===== config.mk =====
export PLATFORM = sky130hd
export DESIGN_NAME = bch_rx_deserializer
export DESIGN_NICKNAME = d
export VERILOG_FILES = /design/src/rtl/bch_pkg.sv /design/src/rtl/bch_word_fifo.sv /design/src/rtl/bch_rx_deserializer.sv
export SDC_FILE = /design/constraint.sdc
export NUM_CORES = 1
export LEC_CHECK = 0
export CAP_MARGIN = 0
export CORE_ASPECT_RATIO = 0.9
export CORE_MARGIN = 2
export CORE_UTILIZATION = 50
export DETAILED_ROUTE_END_ITERATION = 10
export PLACE_DENSITY_LB_ADDON = 0.3
export SETUP_SLACK_MARGIN = 0.5
export SYNTH_ARGS = -nofsm -noshare
export SYNTH_HDL_FRONTEND = slang
export SYNTH_HIERARCHICAL = 1
export SYNTH_SLANG_ARGS = --single-unit

===== constraint.sdc =====
create_clock -name clk -period 2.1 [get_ports clk]
set_clock_uncertainty 0.15 [all_clocks]
set_input_delay 0.21 -clock clk [delete_from_list [all_inputs] [get_ports clk]]
set_output_delay 0.21 -clock clk [all_outputs]
set_load 0.03 [all_outputs]

===== src/rtl/bch_pkg.sv =====
// Shared BCH(15,7,2) constants and receive-FSM state type.
// Referenced by the deserializer, encoder and error-finder.
package bch_pkg;

    localparam int unsigned BCH_N        = 15;
    localparam int unsigned BCH_K        = 7;
    localparam logic [8:0]  BCH_GEN_POLY = 9'b111010001;

    typedef enum logic {
        IDLE  = 1'b0,
        SHIFT = 1'b1
    } rx_state_t;

endpackage


===== src/rtl/bch_word_fifo.sv =====
// Small synchronous FIFO for received words; push and pop may coincide when full.
// Head data reads as zero while empty so the output is defined out of reset.
module bch_word_fifo #(
    parameter int unsigned W     = 15,
    parameter int unsigned DEPTH = 2
) (
    input  logic         clk,
    input  logic         rst,
    input  logic         push,
    input  logic [W-1:0] push_data,
    input  logic         pop,
    output logic [W-1:0] pop_data,
    output logic         full,
    output logic         empty
);

    localparam int unsigned AW = $clog2(DEPTH);

    logic [W-1:0] mem_q [DEPTH];
    logic [W-1:0] mem_d [DEPTH];
    logic [AW:0]  wr_ptr_q, wr_ptr_d;
    logic [AW:0]  rd_ptr_q, rd_ptr_d;
    logic         push_ok;
    logic         pop_ok;

    assign empty    = (wr_ptr_q == rd_ptr_q);
    assign full     = (wr_ptr_q[AW] != rd_ptr_q[AW]) &&
                      (wr_ptr_q[AW-1:0] == rd_ptr_q[AW-1:0]);
    assign pop_ok   = pop && !empty;
    assign push_ok  = push && (!full || pop_ok);
    assign pop_data = empty ? '0 : mem_q[rd_ptr_q[AW-1:0]];

    always_comb begin
        mem_d    = mem_q;
        wr_ptr_d = wr_ptr_q;
        rd_ptr_d = rd_ptr_q;
        if (push_ok) begin
            mem_d[wr_ptr_q[AW-1:0]] = push_data;
            wr_ptr_d                = wr_ptr_q + 1'b1;
        end
        if (pop_ok) begin
            rd_ptr_d = rd_ptr_q + 1'b1;
        end
    end

    always_ff @(posedge clk) begin
        if (rst) begin
            mem_q    <= '{default: '0};
            wr_ptr_q <= '0;
            rd_ptr_q <= '0;
        end else begin
            mem_q    <= mem_d;
            wr_ptr_q <= wr_ptr_d;
            rd_ptr_q <= rd_ptr_d;
        end
    end

endmodule


===== src/rtl/bch_rx_deserializer.sv =====
// Serial-to-word receive front end for the BCH(15,7,2) decoder path.
// Optional on-the-fly g(x) remainder check enabled by BCH_RX_SYNDROME_CHECK_EN.
module bch_rx_deserializer
    import bch_pkg::*;
#(
    parameter int unsigned N        = BCH_N,
    parameter logic [8:0]  GEN_POLY = BCH_GEN_POLY,
    parameter int unsigned DEPTH    = 2
) (
    input  logic         clk,
    input  logic         rst,
    input  logic         ser_valid,
    input  logic         ser_bit,
    input  logic         ser_sof,
    output logic         word_valid,
    input  logic         word_ready,
    output logic [N-1:0] word_data,
`ifdef BCH_RX_SYNDROME_CHECK_EN
    output logic         word_err,
`endif
    output logic         frame_err,
    output logic         overrun
);

`ifdef BCH_RX_SYNDROME_CHECK_EN
    localparam int unsigned FW = N + 1;
`else
    localparam int unsigned FW = N;
`endif

    rx_state_t     state_q, state_d;
    logic [3:0]    cnt_q, cnt_d;
    logic [N-1:0]  shreg_q, shreg_d;
    logic          frame_err_q, frame_err_d;
    logic          overrun_q, overrun_d;
    logic          push;
    logic [FW-1:0] push_data;
    logic [FW-1:0] pop_data;
    logic          fifo_full;
    logic          fifo_empty;
    logic          pop;

`ifdef BCH_RX_SYNDROME_CHECK_EN
    logic [7:0] rem_q, rem_d, rem_next;
    assign rem_next = {rem_q[6:0], ser_bit} ^ (rem_q[7] ? GEN_POLY[7:0] : 8'b0);
`endif

    assign pop = word_ready && !fifo_empty;

    always_comb begin
        state_d     = state_q;
        cnt_d       = cnt_q;
        shreg_d     = shreg_q;
        frame_err_d = 1'b0;
        overrun_d   = overrun_q;
        push        = 1'b0;
`ifdef BCH_RX_SYNDROME_CHECK_EN
        rem_d       = rem_q;
        push_data   = {(rem_next != 8'b0), shreg_q[N-2:0], ser_bit};
`else
        push_data   = {shreg_q[N-2:0], ser_bit};
`endif
        if (ser_valid) begin
            // A start-of-frame beat always restarts collection; in SHIFT it also aborts.
            if (ser_sof) begin
                frame_err_d = (state_q == SHIFT);
                state_d     = SHIFT;
                cnt_d       = 4'd1;
                shreg_d     = {{(N-1){1'b0}}, ser_bit};
`ifdef BCH_RX_SYNDROME_CHECK_EN
                rem_d       = {7'b0, ser_bit};
`endif
            end else if (state_q == SHIFT) begin
                shreg_d = {shreg_q[N-2:0], ser_bit};
`ifdef BCH_RX_SYNDROME_CHECK_EN
                rem_d   = rem_next;
`endif
                if (cnt_q == 4'(N - 1)) begin
                    push    = 1'b1;
                    state_d = IDLE;
                    cnt_d   = 4'd0;
                    if (fifo_full && !pop) begin
                        overrun_d = 1'b1;
                    end
                end else begin
                    cnt_d = cnt_q + 4'd1;
                end
            end
        end
    end

    always_ff @(posedge clk) begin
        if (rst) begin
            state_q     <= IDLE;
            cnt_q       <= '0;
            shreg_q     <= '0;
            frame_err_q <= 1'b0;
            overrun_q   <= 1'b0;
`ifdef BCH_RX_SYNDROME_CHECK_EN
            rem_q       <= '0;
`endif
        end else begin
            state_q     <= state_d;
            cnt_q       <= cnt_d;
            shreg_q     <= shreg_d;
            frame_err_q <= frame_err_d;
            overrun_q   <= overrun_d;
`ifdef BCH_RX_SYNDROME_CHECK_EN
            rem_q       <= rem_d;
`endif
        end
    end

    bch_word_fifo #(
        .W     (FW),
        .DEPTH (DEPTH)
    ) u_fifo (
        .clk       (clk),
        .rst       (rst),
        .push      (push),
        .push_data (push_data),
        .pop       (word_ready),
        .pop_data  (pop_data),
        .full      (fifo_full),
        .empty     (fifo_empty)
    );

    assign word_valid = !fifo_empty;
    assign word_data  = pop_data[N-1:0];
`ifdef BCH_RX_SYNDROME_CHECK_EN
    assign word_err   = pop_data[N];
`endif
    assign frame_err  = frame_err_q;
    assign overrun    = overrun_q;

endmodule


Word level (Yosys, flattened, before mapping)
Cells that the tools add are included.
{"block": "op_classes", "add_sub_neg": 3, "mul": 0, "div_mod_pow": 0, "order_cmp": 3, "eq_ne": 4, "n_shift": 0, "muxes": 19, "n_bitwise": 4, "reduce_logical": 13}
{"operator": "15-bit two-way mux", "n": 5}
{"operator": "30-bit bitwise mux", "n": 1}
{"operator": "14-bit two-way mux", "n": 2}
{"operator": "15-bit demux with 1-bit select", "n": 1}
{"operator": "4-bit two-way mux", "n": 3}
{"operator": "1-bit two-way mux", "n": 7}
{"operator": "1-bit logical AND", "n": 5}
{"operator": "5-bit AND reduction", "n": 1}
{"operator": "2-bit by 1-bit adder with 2-bit output (second input constant)", "n": 2}
{"operator": "4-bit by 1-bit adder with 4-bit output (second input constant)", "n": 1}
{"operator": "4-bit equality test (second input constant)", "n": 1}
{"operator": "2-bit greater-or-equal comparator (second input constant)", "n": 2}
{"operator": "1-bit inverter with 2-bit output", "n": 2}
{"operator": "1-bit logical NOT", "n": 3}
{"operator": "3-bit OR reduction", "n": 1}
{"operator": "2-bit equality test", "n": 1}
{"operator": "2-bit by 1-bit < comparator with 1-bit output (second input constant)", "n": 1}
{"operator": "1-bit inverter", "n": 2}
{"operator": "2-bit AND reduction", "n": 1}
{"operator": "2-bit nonzero test", "n": 1}
{"operator": "1-bit equality test", "n": 1}
{"operator": "1-bit logical OR", "n": 1}
{"operator": "1-bit != test", "n": 1}
{"block": "word_totals", "ff_bits": 55, "latchBits": 0, "ramBits": 0, "mem_bits_ro": 0, "in_bits": 6, "out_inout_bits": 18, "wordCells": 55, "mem_count": 0}

Longest topological paths before layout
Gate-level depths: netlist (run 1).
{"block": "depth", "word_depth": 6, "ltp_mapped": 9, "mapped_depth_nobuf": 7}

Hierarchy
Netlist (run 1), hierarchy kept.
{"mod": "bch_word_fifo", "instances": 1, "cells_each": 175, "area_per_inst_um2": 1709.1, "seq_area_each_um2": 680.7}
{"mod": "bch_rx_deserializer", "instances": 1, "cells_each": 84, "area_per_inst_um2": 810.8, "seq_area_each_um2": 420.4}

Worst setup path after synthesis (run 1)
OpenSTA, ideal clock, no wires.
{"block": "synth_timing", "path_kind": "flip-flop to flip-flop", "start": "register state_q", "end": "register u_fifo/mem_q[19] (netlist bit)", "setup_time_ns": 0.072, "t_arrival_ns": 1.821, "t_required_ns": 1.878, "setup_slack_ns": 0.058, "path_stages_with_launch": 10, "n_path_buf": 4, "period_less_slack_ns": 2.042, "path_cell_list": "dfxtp_1 -> and3b_1 -> buf_2 -> buf_6 -> and2_1 -> nor2b_1 -> o31a_1 -> buf_2 -> buf_6 -> mux2i_1"}
{"block": "synth_via", "elab_chain_len": 4}
{"item": "start: declaration", "line_no": "bch_rx_deserializer.sv:31", "source": "rx_state_t state_q, state_d;"}
{"item": "start signal: assignment", "line_no": "bch_rx_deserializer.sv:103", "source": "state_q <= state_d;"}
{"item": "1-bit two-way mux", "line_no": "bch_rx_deserializer.sv:73", "source": "end else if (state_q == SHIFT) begin"}
{"item": "1-bit two-way mux", "line_no": "bch_rx_deserializer.sv:65", "source": "if (ser_sof) begin"}
{"item": "1-bit two-way mux", "line_no": "bch_rx_deserializer.sv:63", "source": "if (ser_valid) begin"}
{"item": "net push", "line_no": "bch_rx_deserializer.sv:36", "source": "logic push;"}
{"item": "1-bit logical AND", "line_no": "bch_word_fifo.sv:30", "source": "assign push_ok = push && (!full || pop_ok);"}
{"item": "end signal: assignment", "line_no": "bch_word_fifo.sv:52", "source": "mem_q <= mem_d;"}
{"item": "end: declaration", "line_no": "bch_word_fifo.sv:19", "source": "logic [W-1:0] mem_q [DEPTH];"}
The timed path passes the listed nets, and every way through them passes these cells.
A chain may end at the register's enable or synchronous reset.

Worst setup path after layout (run 1)
{"block": "layout_timing", "start": "register u_fifo.wr_ptr_q[0]", "end": "output word_data[13]"}
{"block": "layout_via", "elab_chain_len": 2}
{"item": "start: declaration", "line_no": "bch_word_fifo.sv:21", "source": "logic [AW:0] wr_ptr_q, wr_ptr_d;"}
{"item": "start signal: assignment", "line_no": "bch_word_fifo.sv:53", "source": "wr_ptr_q <= wr_ptr_d;"}
{"item": "2-bit equality test", "line_no": "bch_word_fifo.sv:26", "source": "assign empty = (wr_ptr_q == rd_ptr_q);"}
{"item": "net fifo_empty", "line_no": "bch_rx_deserializer.sv:40", "source": "logic fifo_empty;"}
{"item": "15-bit two-way mux", "line_no": "bch_word_fifo.sv:31", "source": "assign pop_data = empty ? '0 : mem_q[rd_ptr_q[AW-1:0]];"}
{"item": "end: declaration", "line_no": "bch_rx_deserializer.sv:17", "source": "output logic [N-1:0] word_data,"}
The timed path passes the listed nets, and every way through them passes these cells.

==> results of run 1 <==
==> cells in the final DEF, fill, tap and decap left out, drive strengths merged, types with 2 or more instances in the layout <==
cell type and n:
clkbuf 6, a41oi 2, a211oi 3, nor2 37, dfxtp 55, clkdlybuf4s50 4, a22oi 14, nor2b 2
mux2i 46, nand4 2, o21ai 4, ha 2, a31oi 2, inv 6, xor2 2, mux2 2
nand2b 48, dlygate4sd2 2, nand3 2, buf 44
==> state kept, by name, summed over array words and instances (netlist names) <==
name	flops
state_q	1
u_fifo/wr_ptr_q	2
shreg_q	14
frame_err	1
overrun	1
u_fifo/mem_q	30
u_fifo/rd_ptr_q	2
cnt_q	4
==> metrics by stage <==
stage | worst slack, ps | hold WS (ps) | total power, mW
after floorplan | 288 | 204 | 1.13
after detailed placement | -150 | 316 | 1.16
after global routing | 184 | 210 | 1.93
final | 240 | 197 | 1.86
after global placement | -126 | 308 | 1.16
after CTS | 279 | 199 | 1.88
==> worst max-delay path, delay by kind of cell (launching register included) <==
family,cells,cell delay [ps]
xor gates and xnor gates,1,190
buffers and inverters,3,410
DFF,1,360
and+or+nand+nor,2,240
==> layout make-up <==
class	instances	area (µm²)
inverter	6	22.5
sequential	55	1110
timing repair buffer	50	513
clock inverter	2	35.0
clock buffer	6	82.6
fill	372	1460
tap	65	81.3
multi-input combinational	182	1550
==> timing repair <==
item,CTS,global route
resized for setup,130,6
endpoints found under the setup margin,50,49
endpoints found under the hold margin,0,0
setup buffers,9,2
cloned,1,0
pin swaps,11,4
==> synthesized netlist by cell type <==
master	n
xnor2_1	1
nor2b_1	2
a21oi_1	1
and3_1	1
nand3_1	2
a221oi_1	1
clkbuf_1	7
and3b_1	1
and2_1	1
ha_1	2
mux2_2	2
o31a_1	1
a311oi_1	1
nand4_1	2
buf_2	6
dfxtp_1	55
mux2i_1	46
and4b_1	1
xor2_1	2
o21ai_0	3
nand2_1	1
a22oi_1	14
a211oi_1	3
nor3_1	1
buf_6	3
o21ai_2	1
nand2b_1	48
a31oi_1	2
a41oi_1	2
a32oi_1	1
nor2_1	37
or4b_1	1
inv_1	6
o311ai_4	1
==> cell families after synthesis <==
kind of cell | Yosys count | synth area share, %
AO/OA/AOI/OAI | 31 | 9.83
XOR/XNOR | 3 | 1.04
adder cells (fa/ha/maj) | 2 | 0.993
buffers and inverters | 22 | 4.47
flip-flops | 55 | 43.7
multiplexers | 48 | 19.2
AND/OR/NAND/NOR | 98 | 20.8
==> metal layers <==
metal | vias to the layer above | routed length [µm]
met5 | - | 0
met1 | 924 | 2460
met4 | 0 | 72
met2 | 30 | 2520
met3 | 7 | 151
li1 | 977 | -
==> final timing paths <==
check	cells past startpoint	end	start	slack [ps]
min	3	u_fifo/wr_ptr_q[0]	rst	200
max reg2reg	8	u_fifo/mem_q[16]	cnt_q[0]	290
max	6	word_data[13]	u_fifo/wr_ptr_q[0]	240
min reg2reg	2	u_fifo/mem_q[13]	u_fifo/mem_q[13]	330
==> where the power goes <==
| group | leakage (nW) | internal, mW | switching (mW) |
|---|---|---|---|
| Sequential | 0.447 | 1.04 | 0.00408 |
| Clock | 0.0612 | 0.386 | 0.329 |
| Combinational | 0.757 | 0.0451 | 0.0487 |
==> results.py, run 1 <==
metrics = {
    "yosys": {
        "synth_area_leaders": "dfxtp_1, mux2i_1, nand2b_1, nor2_1, a22oi_1",
        "synth_area_um2": 2520,
        "syn_nets": 267,
        "synth_top_area_cell": "dfxtp_1",
        "ys_types": 34,
        "synth_top_area_share_pct": 43.7,
        "ys_seq_area_share_pct": 43.7,
        "syn_inst": 259,
        "ys_warn_count": 6,
        "ys_seq_elements": 55,
        "avgSynthCellArea_um2": 9.73,
    },
    "timing": {
        "hold_viol": 0,
        "period_needed_ps": 1860,
        "setup_tns_ps": 0,
        "slew_headroom_pct": 75.3,
        "setup_viol": 0,
        "fmax_mhz": 538,
        "rsz0062_at_grt": "true",
        "final_max_slew_viol_count": 0,
        "fin_crit_sh_pct": 88.6,
        "worst_pin_slew_ps": 370,
    },
    "global_route": {
        "antenna_found_initial": 0,
        "grtUsageTotal_pct": 19.9,
        "use_met1_pct": 25.2,
        "top_usage_layer": "met2",
        "grtUsageMet3_pct": 3.90,
        "grt_max_degree": 73,
        "overflow": 0,
        "grt_pass1_vias": 1957,
        "grt_pass1_wl_mm": 8.86,
        "met2_usage_pct": 34.5,
    },
    "worst_setup_path": {
        "crit_slowest_cell": "dfxtp_2",
        "crit_arrival_ps": 1500,
        "end_kind": "output pin",
        "worst_path_most_repeated_cell": "nor2_4",
        "crit_fanout": 5,
        "cp_slowest_stage_delay_ps": 360,
        "path_cells": "xor2_2, nor2_4, buf_12, buf_16, nor2_4, buf_6",
        "critPathKind": "register to output pin",
        "start_kind": "register",
        "worst-endpoint-required_ps": 1740,
    },
    "floorplan": {
        "die_h_um": 71.4,
        "row_count": 24,
        "initial_utilization_pct": 51.8,
        "coreArea_um2": 4860,
        "pin_count": 24,
        "die_w_um": 78.8,
        "die_area_um2": 5620,
    },
    "clock_tree": {
        "clk_latency_ps": 300,
        "numCtsBuffers": 5,
        "cts_tree": "done",
        "cts_sinks": 55,
        "clkTransAtPathRegs_ps": 100,
        "cts_root_buf": "clkbuf_8",
        "clockBufferDepth": 2,
        "postCtsHoldBufs": 0,
        "cts-htree-levels": 2,
    },
    "placed_design": {
        "hpwl_mm": 3.19,
        "numPortBuffers": 23,
        "dpl_cell_area_um2": 3000,
        "place_congestion": 0.798,
        "place_inst": 346,
    },
    "power": {
        "power_leakage_nw": 1.27,
        "vdd_ir_drop_max_uv": 442,
        "power_per_cell_area_nw_per_um2": 546,
    },
    "drt": {
        "drc_errors": 0,
        "wire_per_inst_um": 14.2,
        "dr_total_vias": 1938,
        "viasPerCell": 5.30,
        "wl_mm": 5.21,
        "initialDrtViolationCount": 161,
        "ant_nets": 0,
        "drt_pass1_iterations": 4,
    },
    "finish": {
        "syn2layout_area_growth_pct": 35.0,
        "fin_cells": 366,
        "postLayoutCellArea_um2": 3400,
        "drive_gt1_share_pct": 32.9,
        "postLayoutCoreUtil_pct": 69.9,
        "nNetsFinal": 308,
        "antenna_cells": 0,
    },
    "run": {
        "max_cap_violations": 0,
    },
    "outcome": {
        "status": "finished clean",
    },
    "hold_path": {
        "hold_path.class": "input port to register",
    },
}
No activity file was read; power rests on OpenSTA's default activity.
==> inputs of run 2 (changes only) <==
--- a/config.mk
+++ b/config.mk
@@ -9,6 +9,7 @@
 export CORE_ASPECT_RATIO = 0.9
 export CORE_MARGIN = 2
 export CORE_UTILIZATION = 50
+export CTS_CLUSTER_SIZE = 24
 export DETAILED_ROUTE_END_ITERATION = 10
 export PLACE_DENSITY_LB_ADDON = 0.3
 export SETUP_SLACK_MARGIN = 0.5
==> results of run 2 <==
No change in the layout: final DEF, timing and power equal those of run 1.
==> edit 1, RTL diff (flow settings as in run 2) <==
Put one more register stage on the output `overrun`, cleared by the reset. The value now appears one clock later. The other outputs are not delayed to match.
--- a/src/rtl/bch_rx_deserializer.sv
+++ b/src/rtl/bch_rx_deserializer.sv
@@ -131,7 +131,13 @@
     assign word_err   = pop_data[N];
 `endif
     assign frame_err  = frame_err_q;
-    assign overrun    = overrun_q;
+    always_ff @(posedge clk) begin
+        if (rst) begin
+            overrun <= '0;
+        end else begin
+            overrun <= overrun_q;
+        end
+    end
 
 endmodule
 
Formal check against the unedited RTL: same outputs for any inputs over 10 cycles, from zero or initial values and one cycle with rst high; that may be too few to reach the edited logic, so the function may still have changed.
==> edit 1 against run 2 <==
  * Synthesized area rose by 1.6%
  * First-iteration DRC count fell by 17%
  * Sequential share of layout area fell by 1.3 points
  * Total power fell by 6.3%
  * Clock power fell by 21%
  * Cell area rose by 6.4%
  * Worst setup slack got worse by 0.016 ns
  * Count of clock-buffer cells in the layout fell by 1
  * Wire length rose by 17%
  * Sequential cell count rose by 1
  * Critical path type unchanged
  * Critical endpoint is now word_data[3]
==> edit 1: results (changes against run 2) <==
Power and ir drop
  – Clock network power share: 32.6% (-5.9 points)
  – Pleak: 1.31 nW (+3.3%)
  – Internal power: 0.00134 W (-9.3%)
  – Worst vdd ir: 0.000476 V (+7.6%)
  – P_sw: 0.000402 W (+5.3%)
  – P_comb: 0.000105 W (+12%)

Drt
  – DRT Pass-1 Iters: 5 (+1)
  – Avg WL per Cell: 16.3 um (+14%)
  – Via-per-instance ratio: 5.43 (+2.6%)
  – Initial DRC Count: 133 (-17%)
  – DR vias: 2,038 (+5.2%)

GRT
  – Total track usage: 22.1% (+2.2 points)
  – First-pass GRT wire length: 9840 um (+11%)
  – Initial antenna violation count: 0 (unchanged)
  – Largest net degree at the start of global routing: 47 (-36%)

Clock tree
  – CTS H-tree depth: 2 (unchanged)
  – Clock-pin transition on the worst setup and hold timing paths: about 0.090 ns
  – CTS Buffer Depth: 2 (unchanged)

Layout
  – Nets: 318 (+3.2%)
  – Ant diodes: 0 (unchanged)
  – Share of layout cells above drive strength 1: 35.8% (+2.9 points)
  – Top flop regs: u_fifo/mem_q (30), shreg_q (14), cnt_q (4)

Synthesis
  – Synth cell count leaders: 56 x dfxtp_1, 48 x nand2b_1, 46 x mux2i_1, 37 x nor2_1, 14 x a22oi_1
  – Syn_nets: 270 (+1.1%)
  – Top cells by area, synth: dfxtp_1 44%, mux2i_1 18%, nand2b_1 12%
  – Sequential share of the synthesized area: 43.8% (+0.077 points)
  – Mapped Cells: 262 (+1.2%)
  – Count of cell types in the netlist: 35 (+2.9%)

Placed design
  – Worst slack at placement: -0.176 ns (-0.0265 ns)
  – IO Port Bufs: 23 (unchanged)
  – Cells after DPL: 348 (+0.58%)
  – Placed wire-length estimate: 3370 um (+5.6%)
  – Placed inst area: 3040 sq um (+1.6%)
  – Placer Congestion: 0.714 (-11%)

STA
  – Slew headroom: 70.3% (-5.0 points)

Min path
  – Worst hold path cell count: 2 (-1)
  – Hold Crit Class: in -> reg

Run status
  – Status: complete, no violations

Critical path
  – Reg2Reg Depth: 9 (+1)
  – Arrival time of the worst setup path: 1.52 ns (+0.02 ns)
  – CP max FO: 8 (+3)
[edit 1: worst paths after layout]
path / startpoint / end / slack (ns)
worst min register to register: overrun_q / overrun / 0.34
worst min-delay path: rst / shreg_q[6] / 0.18
worst max register to register: cnt_q[0] / u_fifo/mem_q[15] / 0.30
worst max-delay path: u_fifo/wr_ptr_q[0] / word_data[3] / 0.22
[edit 1: worst max-delay path, cell delays in order, from the launching register on]
cell     delay (ns)
dfxtp_4        0.37
xor2_4         0.19
nor2_4         0.25
buf_12         0.20
nor2_4         0.05
buf_6          0.13
[edit 1: what timing repair did]
action,in CTS,in global routing
setup buffers,10,6
gates resized for setup,149,24
pin swaps,16,5
setup endpoints to repair,51,52
cloned,3,1
[edit 1: logic make-up after synthesis]
family,Yosys count,synth area share (%)
AND/OR/NAND/NOR,102,21.3
adder cells (fa/ha/maj),2,0.977
buffers and inverters,21,4.49
multiplexers,48,18.9
flip-flops,56,43.8
XOR/XNOR,3,1.03
AO/OA/AOI/OAI,30,9.57
[edit 1: final cells by class]
| class | count | area (sq um) |
|---|---|---|
| Tap cell | 65 | 81.3 |
| Clock buffer | 5 | 68.8 |
| Fill cell | 338 | 1280 |
| Sequential cell | 56 | 1140 |
| Timing Repair Buffer | 57 | 657 |
| Clock inverter | 2 | 12.5 |
| Multi-Input combinational cell | 185 | 1640 |
| Inverter | 5 | 21.3 |
[edit 1: metal layers]
layer / wire [um] / share of wire (%) / track usage [%] / vias to the layer above
met5: 0 / 0 / 0 / -
met4: 95 / 1.6 / 8.05 / 0
met3: 240 / 3.9 / 4.98 / 7
met2: 2790 / 46 / 33.5 / 34
met1: 2970 / 49 / 31.2 / 994
li1: - / - / - / 1003
==> edit 2, RTL diff (config.mk and constraints of run 2) <==
Without the edit above. The option `BCH_RX_SYNDROME_CHECK_EN` is turned on by a define.
--- a/src/rtl/bch_rx_deserializer.sv
+++ b/src/rtl/bch_rx_deserializer.sv
@@ -1,5 +1,7 @@
 // Serial-to-word receive front end for the BCH(15,7,2) decoder path.
 // Optional on-the-fly g(x) remainder check enabled by BCH_RX_SYNDROME_CHECK_EN.
+`define BCH_RX_SYNDROME_CHECK_EN
+
 module bch_rx_deserializer
     import bch_pkg::*;
 #(
Check against the original RTL (old outputs only; new: word_err): no difference found for any inputs over 10 cycles, from zero or initial values and one cycle with rst high; that may be too few to reach the edited logic, so the function may still have changed.
==> edit 2 against run 2 <==
  * Wire length increased by 30%
  * Synthesized cell count increased by 22%
  * Global-route usage increased by 0.22 points
  * Sequential cell count increased by 10
  * First-iteration DRC count decreased by 37%
  * Critical path depth decreased by 1
  * Synthesized area increased by 21%
  * Worst setup slack improved by 0.016 ns
  * Cell area increased by 23%
  * Total power increased by 24%
  * Sequential share of layout area decreased by 1.3 points
  * Largest power group unchanged
==> edit 2: results (changes against run 2) <==
Run status
  – Status: complete, no violations

Critical path
  – Reg2Reg Depth: 9 (+1)
  – Setup slack, reg-to-reg: 0.27 ns (-0.02 ns)
  – Arrival time of the worst setup path: 1.48 ns (-0.02 ns)
  – Setup crit end: word_valid

Layout
  – Nets: 369 (+20%)
  – Clock-cell share: 4.16% (+0.70 points)
  – Clock Buffer Count: 13 (+7)
  – Comb_multi_in: 221 (+21%)
  – Top flop regs: u_fifo/mem_q (32), shreg_q (14), rem_q (8)

Placed design
  – Placed wire-length estimate: 3810 um (+19%)
  – Cells after DPL: 397 (+15%)
  – IO Port Bufs: 24 (+4.3%)

Drt
  – Wire length on met3: 206 um (+36%)
  – Initial DRC Count: 101 (-37%)
  – Avg WL per Cell: 15.5 um (+8.8%)
  – DR vias: 2,388 (+23%)
  – Met1 WL: 3180 um (+29%)

GRT
  – Vias in the first global route: 2,217 (+13%)
  – Total track usage: 20.2% (+0.22 points)
  – Largest net degree at the start of global routing: 84 (+15%)

Power and ir drop
  – P_comb: 0.000120 W (+28%)
  – Net Sw Frac: 23.0% (+2.4 points)
  – Pleak: 1.52 nW (+20%)
  – Internal power: 0.00178 W (+20%)
  – Seq pwr share: 53.8% (-2.7 points)

Synthesis
  – Synth Area in Compound Gates: 11.3% (+1.5 points)
  – Sequential share of the synthesized area: 42.6% (-1.1 points)
  – Fraction of the mapped netlist area in adder cells: 0.820% (-0.17 points)

STA
  – Fin Hold WS: 0.170 ns (-0.0269 ns)

Clock tree
  – Post-CTS Setup Bufs: 16 (+7)
  – PostCTS Resize Cnt: 140 (+7.7%)
==> edit 2: cell count changes in the layout (fill, tap and decap cells not counted), sizes merged, moves of 2 or more <==
| cell | run 2 | this run |
|---|---|---|
| nand2b | 48 | 41 |
| nor2 | 37 | 41 |
| mux2i | 46 | 49 |
| xnor2 | 1 | 3 |
| clkbuf | 6 | 13 |
| or2b | 0 | 10 |
| inv | 6 | 3 |
| or4 | 0 | 2 |
| nand2 | 1 | 5 |
| a21oi | 1 | 5 |
| clkinv | 1 | 3 |
| buf | 44 | 54 |
| dfxtp | 55 | 65 |
| a22oi | 14 | 20 |
==> edit 2: layer usage <==
metal  vias up  GRT usage (%)
met2        36           30.8
met4         0           5.78
met3         9           6.31
met1      1157           27.4
met5         -              0
li1       1186              -
==> edit 2: worst min-delay path, cell delays in order <==
cell     delay [ns]
buf_2          0.10
buf_12         0.27
a21oi_2        0.04
